===== src/rtl/bc_fir_pkg.sv =====
// rtl/bc_fir_pkg.sv - shared types and constants for the binary FIR datapath
package bc_fir_pkg;

    localparam int SAMPLE_N = 11;
    localparam int FIR_TAPS = 39;

    typedef logic [SAMPLE_N:0] sample_t;

    typedef enum logic [1:0] {
        FILL,
        RUN,
        FLUSH
    } tap_state_e;

endpackage


===== src/rtl/bc_tap_shift.sv =====
// rtl/bc_tap_shift.sv - DEPTH x W shift register, taps[0] newest, sync clear over enable
module bc_tap_shift #(
    parameter int W     = 12,
    parameter int DEPTH = 39
) (
    input  logic                      clock,
    input  logic                      clear,
    input  logic                      enable,
    input  logic [W-1:0]              din,
    output logic [DEPTH-1:0][W-1:0]   taps
);

    always_ff @(posedge clock) begin
        if (clear) begin
            taps <= '0;
        end else if (enable) begin
            taps <= {taps[DEPTH-2:0], din};
        end
    end

endmodule


===== src/rtl/bc_fir_tapline.sv =====
// rtl/bc_fir_tapline.sv - sample delay line with warm-up, backpressure and zero flush feeding the FIR
module bc_fir_tapline
    import bc_fir_pkg::*;
#(
    parameter int N      = SAMPLE_N,
    parameter int TAPS   = FIR_TAPS,
    parameter int WARMUP = 1
) (
    input  logic                        clock,
    input  logic                        reset,
    input  logic [N:0]                  in_sample,
    input  logic                        in_valid,
    output logic                        in_ready,
    input  logic                        flush,
    output logic [TAPS-1:0][N:0]        taps,
    output logic                        out_valid,
    input  logic                        out_ready,
    output logic [$clog2(TAPS+1)-1:0]   fill_count,
    output logic                        flush_done
);

    localparam int CW = $clog2(TAPS+1);

    tap_state_e     state;
    tap_state_e     state_next;
    logic [CW-1:0]  flush_cnt;
    logic           slot;
    logic           accept;
    logic           zero_shift;
    logic           flush_end;
    logic           last_fill;
    logic           emit;
    logic           flush_take;
    logic           flush_skip;
    logic           out_valid_next;

    always_comb begin
        slot       = !out_valid || out_ready;
        in_ready   = (state != FLUSH) && slot;
        accept     = in_valid && in_ready;
        last_fill  = (fill_count == CW'(TAPS-1));
        emit       = accept && ((state == RUN) || (WARMUP == 0) || last_fill);
        zero_shift = (state == FLUSH) && (flush_cnt != '0) && slot;
        flush_end  = (state == FLUSH) && (flush_cnt == '0) && out_valid && out_ready;
        // An accept in the flush cycle counts as a real sample, so the flush is honoured.
        flush_take = flush && (state != FLUSH) && ((fill_count != '0) || accept);
        flush_skip = flush && (state != FLUSH) && !flush_take;

        out_valid_next = out_valid;
        if (emit || zero_shift) begin
            out_valid_next = 1'b1;
        end else if (out_ready) begin
            out_valid_next = 1'b0;
        end

        state_next = state;
        case (state)
            FILL: begin
                if (flush_take) begin
                    state_next = FLUSH;
                end else if (accept && ((WARMUP == 0) || last_fill)) begin
                    state_next = RUN;
                end
            end
            RUN: begin
                if (flush_take) begin
                    state_next = FLUSH;
                end
            end
            FLUSH: begin
                if (flush_end) begin
                    state_next = FILL;
                end
            end
            default: state_next = FILL;
        endcase
    end

    always_ff @(posedge clock) begin
        if (reset) begin
            state <= FILL;
        end else begin
            state <= state_next;
        end
    end

    always_ff @(posedge clock) begin
        if (reset) begin
            out_valid  <= 1'b0;
            fill_count <= '0;
            flush_cnt  <= '0;
            flush_done <= 1'b0;
        end else begin
            out_valid  <= out_valid_next;
            flush_done <= flush_end || flush_skip;
            if (flush_end) begin
                fill_count <= '0;
            end else if (accept && (fill_count != CW'(TAPS))) begin
                fill_count <= fill_count + CW'(1);
            end
            if (flush_take) begin
                flush_cnt <= CW'(TAPS-1);
            end else if (zero_shift) begin
                flush_cnt <= flush_cnt - CW'(1);
            end
        end
    end

    bc_tap_shift #(
        .W     (N+1),
        .DEPTH (TAPS)
    ) u_shift (
        .clock  (clock),
        .clear  (reset || flush_end),
        .enable (accept || zero_shift),
        .din    (zero_shift ? '0 : in_sample),
        .taps   (taps)
    );

endmodule


===== config.mk =====
export PLATFORM = sky130hd
export DESIGN_NAME = bc_fir_tapline
export DESIGN_NICKNAME = d
export VERILOG_FILES = /design/src/rtl/bc_fir_pkg.sv /design/src/rtl/bc_tap_shift.sv /design/src/rtl/bc_fir_tapline.sv
export SDC_FILE = /design/constraint.sdc
export NUM_CORES = 1
export LEC_CHECK = 0
export CORE_UTILIZATION = 25
export DETAILED_ROUTE_END_ITERATION = 8
export GPL_TIMING_DRIVEN = 0
export PLACE_DENSITY = 0.45
export SLEW_MARGIN = 20
export SYNTH_ARGS = -nofsm -noshare
export SYNTH_HDL_FRONTEND = slang
export SYNTH_SLANG_ARGS = --single-unit

===== constraint.sdc =====
create_clock -name clock -period 4.45 [get_ports clock]
set_input_delay 1.335 -clock clock [delete_from_list [all_inputs] [get_ports clock]]
set_output_delay 1.335 -clock clock [all_outputs]
set_load 0.01 [all_outputs]

* Yosys cells after proc, flatten, opt, wreduce, memory -nomap -nowiden
Cells that the tools add are included.
Word-level totals: register bits 484, input bits 17, word-level logic and storage cells 96, output and inout bits 477
Operators by class: multiplexer cells 10, add/sub/neg operators 2, reductions and logical operators 31, equal/unequal tests 8
Operators with widths (count):
- $logic_and 1x1->1 | 13
- $mux 12 | 1
- $mux 6 | 2
- $reduce_bool 6->1 | 2
- $mux 2 | 4
- $logic_or 1x1->1 | 7
- $add 6x1->6 const B | 1
- $eq 6x6->1 const B | 1
- $logic_not 6->1 | 1
- $ne 2x2->1 const B | 3
- $ne 6x6->1 const B | 1
- $pmux 2 s3 | 1
- $sub 6x1->6 const B | 1
- $reduce_bool 2->1 | 2
- $reduce_or 2->1 | 2
- $ne 3x3->1 const B | 1
- $reduce_and 3->1 | 1
- $eq 2x1->1 const B | 1
- $eq 2x2->1 const B | 1
- $logic_not 1->1 | 2
- $logic_not 2->1 | 1
- $mux 1 | 2

* Depth between registers and ports, before layout
Gate-level depths: netlist (run 1).
depth after elaboration 9, gate-level depth with buffers 10

* Cells and area by module
A second synthesis (run 1) with hierarchy kept.
Second synthesis, totals: cell total of the unflattened synthesis 1620, area, all modules 17758.3 um^2
By module, submodules not included:
- bc_tap_shift | sequential area each 9369.0 um^2, area each 16772.3 um^2, times used 1, cells each 1508
- bc_fir_tapline | sequential area each 320.3 um^2, area each 985.9 um^2, times used 1, cells each 112

* Least setup slack after synthesis (run 1)
No wires, ideal clock.
path type input port to output port, start in out_ready, end out in_ready, required time 3.115 ns, path buffers 1, setup slack 1.322 ns, stages on the path 3, arrival time 1.793 ns, cells stage by stage nor2b_1 clkbuf_1 nor2_1
On the way: cells in the longest elaborated chain, start to end 2
RTL lines:
- start, declared | RTL line bc_fir_tapline.sv:17 | input logic out_ready,
- $logic_or 1x1->1 | RTL line bc_fir_tapline.sv:38 | slot = !out_valid || out_ready;
- $logic_and 1x1->1 | RTL line bc_fir_tapline.sv:39 | in_ready = (state != FLUSH) && slot;
- end, declared | RTL line bc_fir_tapline.sv:13 | output logic in_ready,
Every way passes these cells.

* Worst setup path in the final report (run 1)
Ends and elaborated chain as after synthesis.

==> run summary, run 1 <==
The run finished with clean final reports. After legalization and detailed placement, the total HPWL measured 59560 microns. The fill cell total of the finished layout is 7531.

The number of setup violations in the final report came out at 0. The clock sink count came out at 484. The data arrival time of the worst path came out at 2.89 ns.

The mapped netlist covers roughly 18000 sq um. The overall die width is 273.1 microns. The wire length reported by the detailed router is 78370 microns. The detailed router placed 19.15k vias in this run. The net switching power is 0.003269 W.

The post-cts gate resize count came out at 0. The timing-limited maximum frequency came out at roughly 240 MHz. The post-route non-filler standard cell count is ~3.8k.

The max-slew violation total from the final report came out at 0. The sequential cell area fraction in the yosys report is 0.5274. The aggregate global routing overflow is 0.

In this design, the critical path's most frequently occurring cell is sky130_fd_sc_hd__clkdlybuf4s50_1. The maximum clock path buffer count is 3. The final count of hold timing violations was 0. The utilization of the core after routing is 0.3613.

For this design, the slowest cell found on the critical path is sky130_fd_sc_hd__clkdlybuf4s50_1. The first-pass iteration count of the detailed router came out at 5. The critical path launch point type is an input pin. By area the synthesized netlist is led by sky130_fd_sc_hd__dfxtp_1 (53%), sky130_fd_sc_hd__a21oi_1 (13%), sky130_fd_sc_hd__nand3_1 (13%), sky130_fd_sc_hd__o21ai_0 (11%), sky130_fd_sc_hd__clkbuf_1 (3.9%). The largest vdd supply drop is between 0.2 and 0.3 mV.

The share of total power in combinational logic came out at 0.157. The number of buffers created by CTS is 56. The relative slew slack came out at 0.2562. Walking the worst path, the cells encountered are clkdlybuf4s50_1, nor2b_1, clkbuf_1, nor2_1, clkdlybuf4s50_1.

The first-pass GRT wire length came out at 115200 microns. The sequential fraction of design power came out at 0.415. In the final layout, the share of cells above drive strength 1 is 0.05687.

On the worst path, the slowest cell contributes a delay of between 0.5 and 0.6 ns. In this run, the number of DRC markers left after iteration 0 of detailed routing was between 1k and 1.5k. The path class of the tightest hold or removal check is register to register. The initial core utilization is 0.2522. After detailed placement, the total cell area comes to 24510 sq um. Yosys mapped the design onto 43 distinct sky130hd cell types.

In this run the static leakage power is 8.060 nW. Counting tap cells, the placed design contains a total of 3690 instances. After floorplanning, the core was sized to cover about 73000 sq um.

The area overhead of the layout relative to synthesis came out at 43.24%. The power per cell area is 405.8 nW/um^2. Setup repair after global routing left no endpoint under its margin. The power share of the clock group came out at 0.428. On the final layout, the worst clock skew is 0.03333 ns. The congestion estimate from routability-driven global placement came to 0.8356. After the last flow step, the layout net total stands at 2810. The die height came out at between 200 and 300 microns. The maximum fanout count along the critical path is 8. Synthesis produced a netlist with a net count of ~2.3k. The pin count of the biggest net entering global routing came out at 15. Summed over all failing endpoints, the final setup total negative slack is 0 ns. The final instance area came out at between 20000 and 30000 sq um. The count of buffers added on input and output ports is around 500. After detailed routing, the average wire length per cell comes to slightly above 20 microns. On the final layout, the worst hold slack is 0.4754 ns.

The number of global-route vias before repair came out at ~18k. Yosys printed 0 warnings. The portion of the clock cycle consumed by the worst path in the final layout came out at 0.9505. The total routing usage reported by global routing came out at 0.2008.

By startpoint and endpoint, the worst setup path is classified as input pin to output pin. The number of remaining DRC errors came out at 0. The tool flagged a number of max-cap violations equal to 0. The area share of the leading cell type in the synthesized netlist is 0.5274. The tree is rooted in a sky130_fd_sc_hd__clkbuf_16. TritonCTS built the clock tree. Row generation in the floorplan step produced 99 rows. The cell class contributing the biggest share of worst-path delay is buffers and inverters. The number of nets still failing antenna checks after routing is 0. The buffers inserted during post-CTS setup optimization is 0. The number of top-level pins is 494. The measured slew at the worst slew-check pin is ~1.1 ns.

The number of antenna violations at the first check in global routing is 5. In the layout the commonest cells are sky130_fd_sc_hd__clkdlybuf4s50_1 (493), sky130_fd_sc_hd__dfxtp_1 (484), sky130_fd_sc_hd__a21oi_1 (475), sky130_fd_sc_hd__nand3_1 (463), sky130_fd_sc_hd__o21ai_0 (417). After layout, the minimum clock period comes to 4.230 ns. The number of H-tree levels came out at 2. The switching share of total power came out at 0.3061. The area of the die came out at 74570 sq um. The per-instance average area after synthesis came out at between 8 and 9 sq um. In this run, post-CTS hold repair placed 0 buffers. STA puts the critical path data required time at 3.12 ns.

The critical path contains buffers and inverters numbering 3 combined. After synthesis the netlist holds a flip-flop and latch count of 484. The most common library cell in the layout ignoring fill and taps is sky130_fd_sc_hd__clkdlybuf4s50_1. The cell count after synthesis came out at 2238.

Clock-pin slew was measured on the worst setup and hold paths at 0.06 ns. The detailed-route vias per instance came out at 5.052. At the later pin of the worst-skew pair, clock insertion delay measures 0.62 ns. Summed over all instances, the cell type with the most area after synthesis is sky130_fd_sc_hd__dfxtp_1. Cell internal power was estimated by the tool at 0.007409 W. The element type at the critical path end is an output pin.
[path summary, 6_finish.rpt]
check,slack (ns),startpoint,to,depth (start not counted)
setup / recovery,0.22,out_ready,in_ready,5
hold / removal,0.48,u_shift.taps[106],u_shift.taps[118],2
setup reg to reg,1.47,state[1],u_shift.taps[290],6
hold reg to reg,0.48,u_shift.taps[106],u_shift.taps[118],2
[per-layer routing]
layer | up-vias | part of all wire | GRT usage
met1 | 9240 | 0.43 | 0.2529
li1 | 9192 | - | -
met5 | - | 0.00055 | 0
met2 | 595 | 0.48 | 0.3398
met3 | 119 | 0.060 | 0.03866
met4 | 6 | 0.031 | 0.07042
[metrics by stage]
stage | power [W] | setup slack, ns
floorplan | 0.005564 | 1.322
global placement | 0.006158 | 0.1403
detailed placement | 0.006191 | 0.05921
CTS | 0.01081 | 0.2316
global route | 0.01114 | 0.04057
finish | 0.01068 | 0.2204
[final cells by class]
class                      count  area, sq um  area share
buffer                       260         1089     0.04137
antenna                        1        2.502  0.00009509
multi-input combinational   1489         7575      0.2878
clock buffer                  83         1623     0.06167
timing repair buffer         493         4935      0.1875
tap                          959         1200     0.04560
clock inverter                17        183.9    0.006989
inverter                       5        18.77   0.0007132
sequential                   484         9689      0.3682
[kinds of logic after synthesis]
kind of cell    count (synthesis)  share of synthesized area
xor+xnor                        4                   0.001907
buf+inv                       265                    0.06027
simple gates                  531                     0.1461
flops                         484                     0.5274
compound gates                949                     0.2610
mux                             1                  0.0006129
fa+ha+maj                       4                   0.002724
[flip-flops by register name, summed over array words and instances, names as in the netlist]
signal	flops
fill_count	6
state	2
out_valid	1
flush_cnt	6
flush_done	1
u_shift.taps	468
[power by group through the flow]
stage / logic (W) / registers [W] / clock network (W)
after detailed placement: 0.00166 / 0.00453 / 0
after global placement: 0.00163 / 0.00453 / 0
after floorplan: 0.00104 / 0.00453 / 0
after CTS: 0.00167 / 0.00443 / 0.00471
final: 0.00168 / 0.00443 / 0.00457
after global routing: 0.00184 / 0.00444 / 0.00486
[synth_stat cells (all sizes together)]
library cell	number
or4	1
or3b	1
dfxtp	484
o21ai	458
o21ba	1
and4bb	1
clkbuf	189
ha	4
o21bai	1
nor2	6
nor2b	3
nor3b	2
a21oi	476
mux2	1
nand2	32
nor3	6
nor4	5
a2111o	1
nand3b	2
o32ai	1
o31ai	1
nand2b	3
a22oi	1
inv	5
buf	71
xnor2	4
a2111oi	1
a31oi	5
or3	2
nand4	2
or2	2
o311ai	1
nand3	463
a211oi	2
[tightest hold or removal path, stage by stage, from the launching register on]
cell and delay [ns]:
sky130_fd_sc_hd__dfxtp_1 0.33, sky130_fd_sc_hd__nand3_1 0.07, sky130_fd_sc_hd__a21oi_1 0.05
(Power assumes the default switching activity.)
==> run 2, diff against run 1 <==
CAP_MARGIN = 20   (was not set)
GPL_ROUTABILITY_DRIVEN = 1   (was not set)
==> results of run 2 <==
Final layout, timing and power as in run 1 (identical DEF).
==> run 3, diff against run 2 <==
SKIP_LAST_GASP = 1   (was not set)
==> results of run 3 <==
Final layout, timing and power as in run 1 (identical DEF).
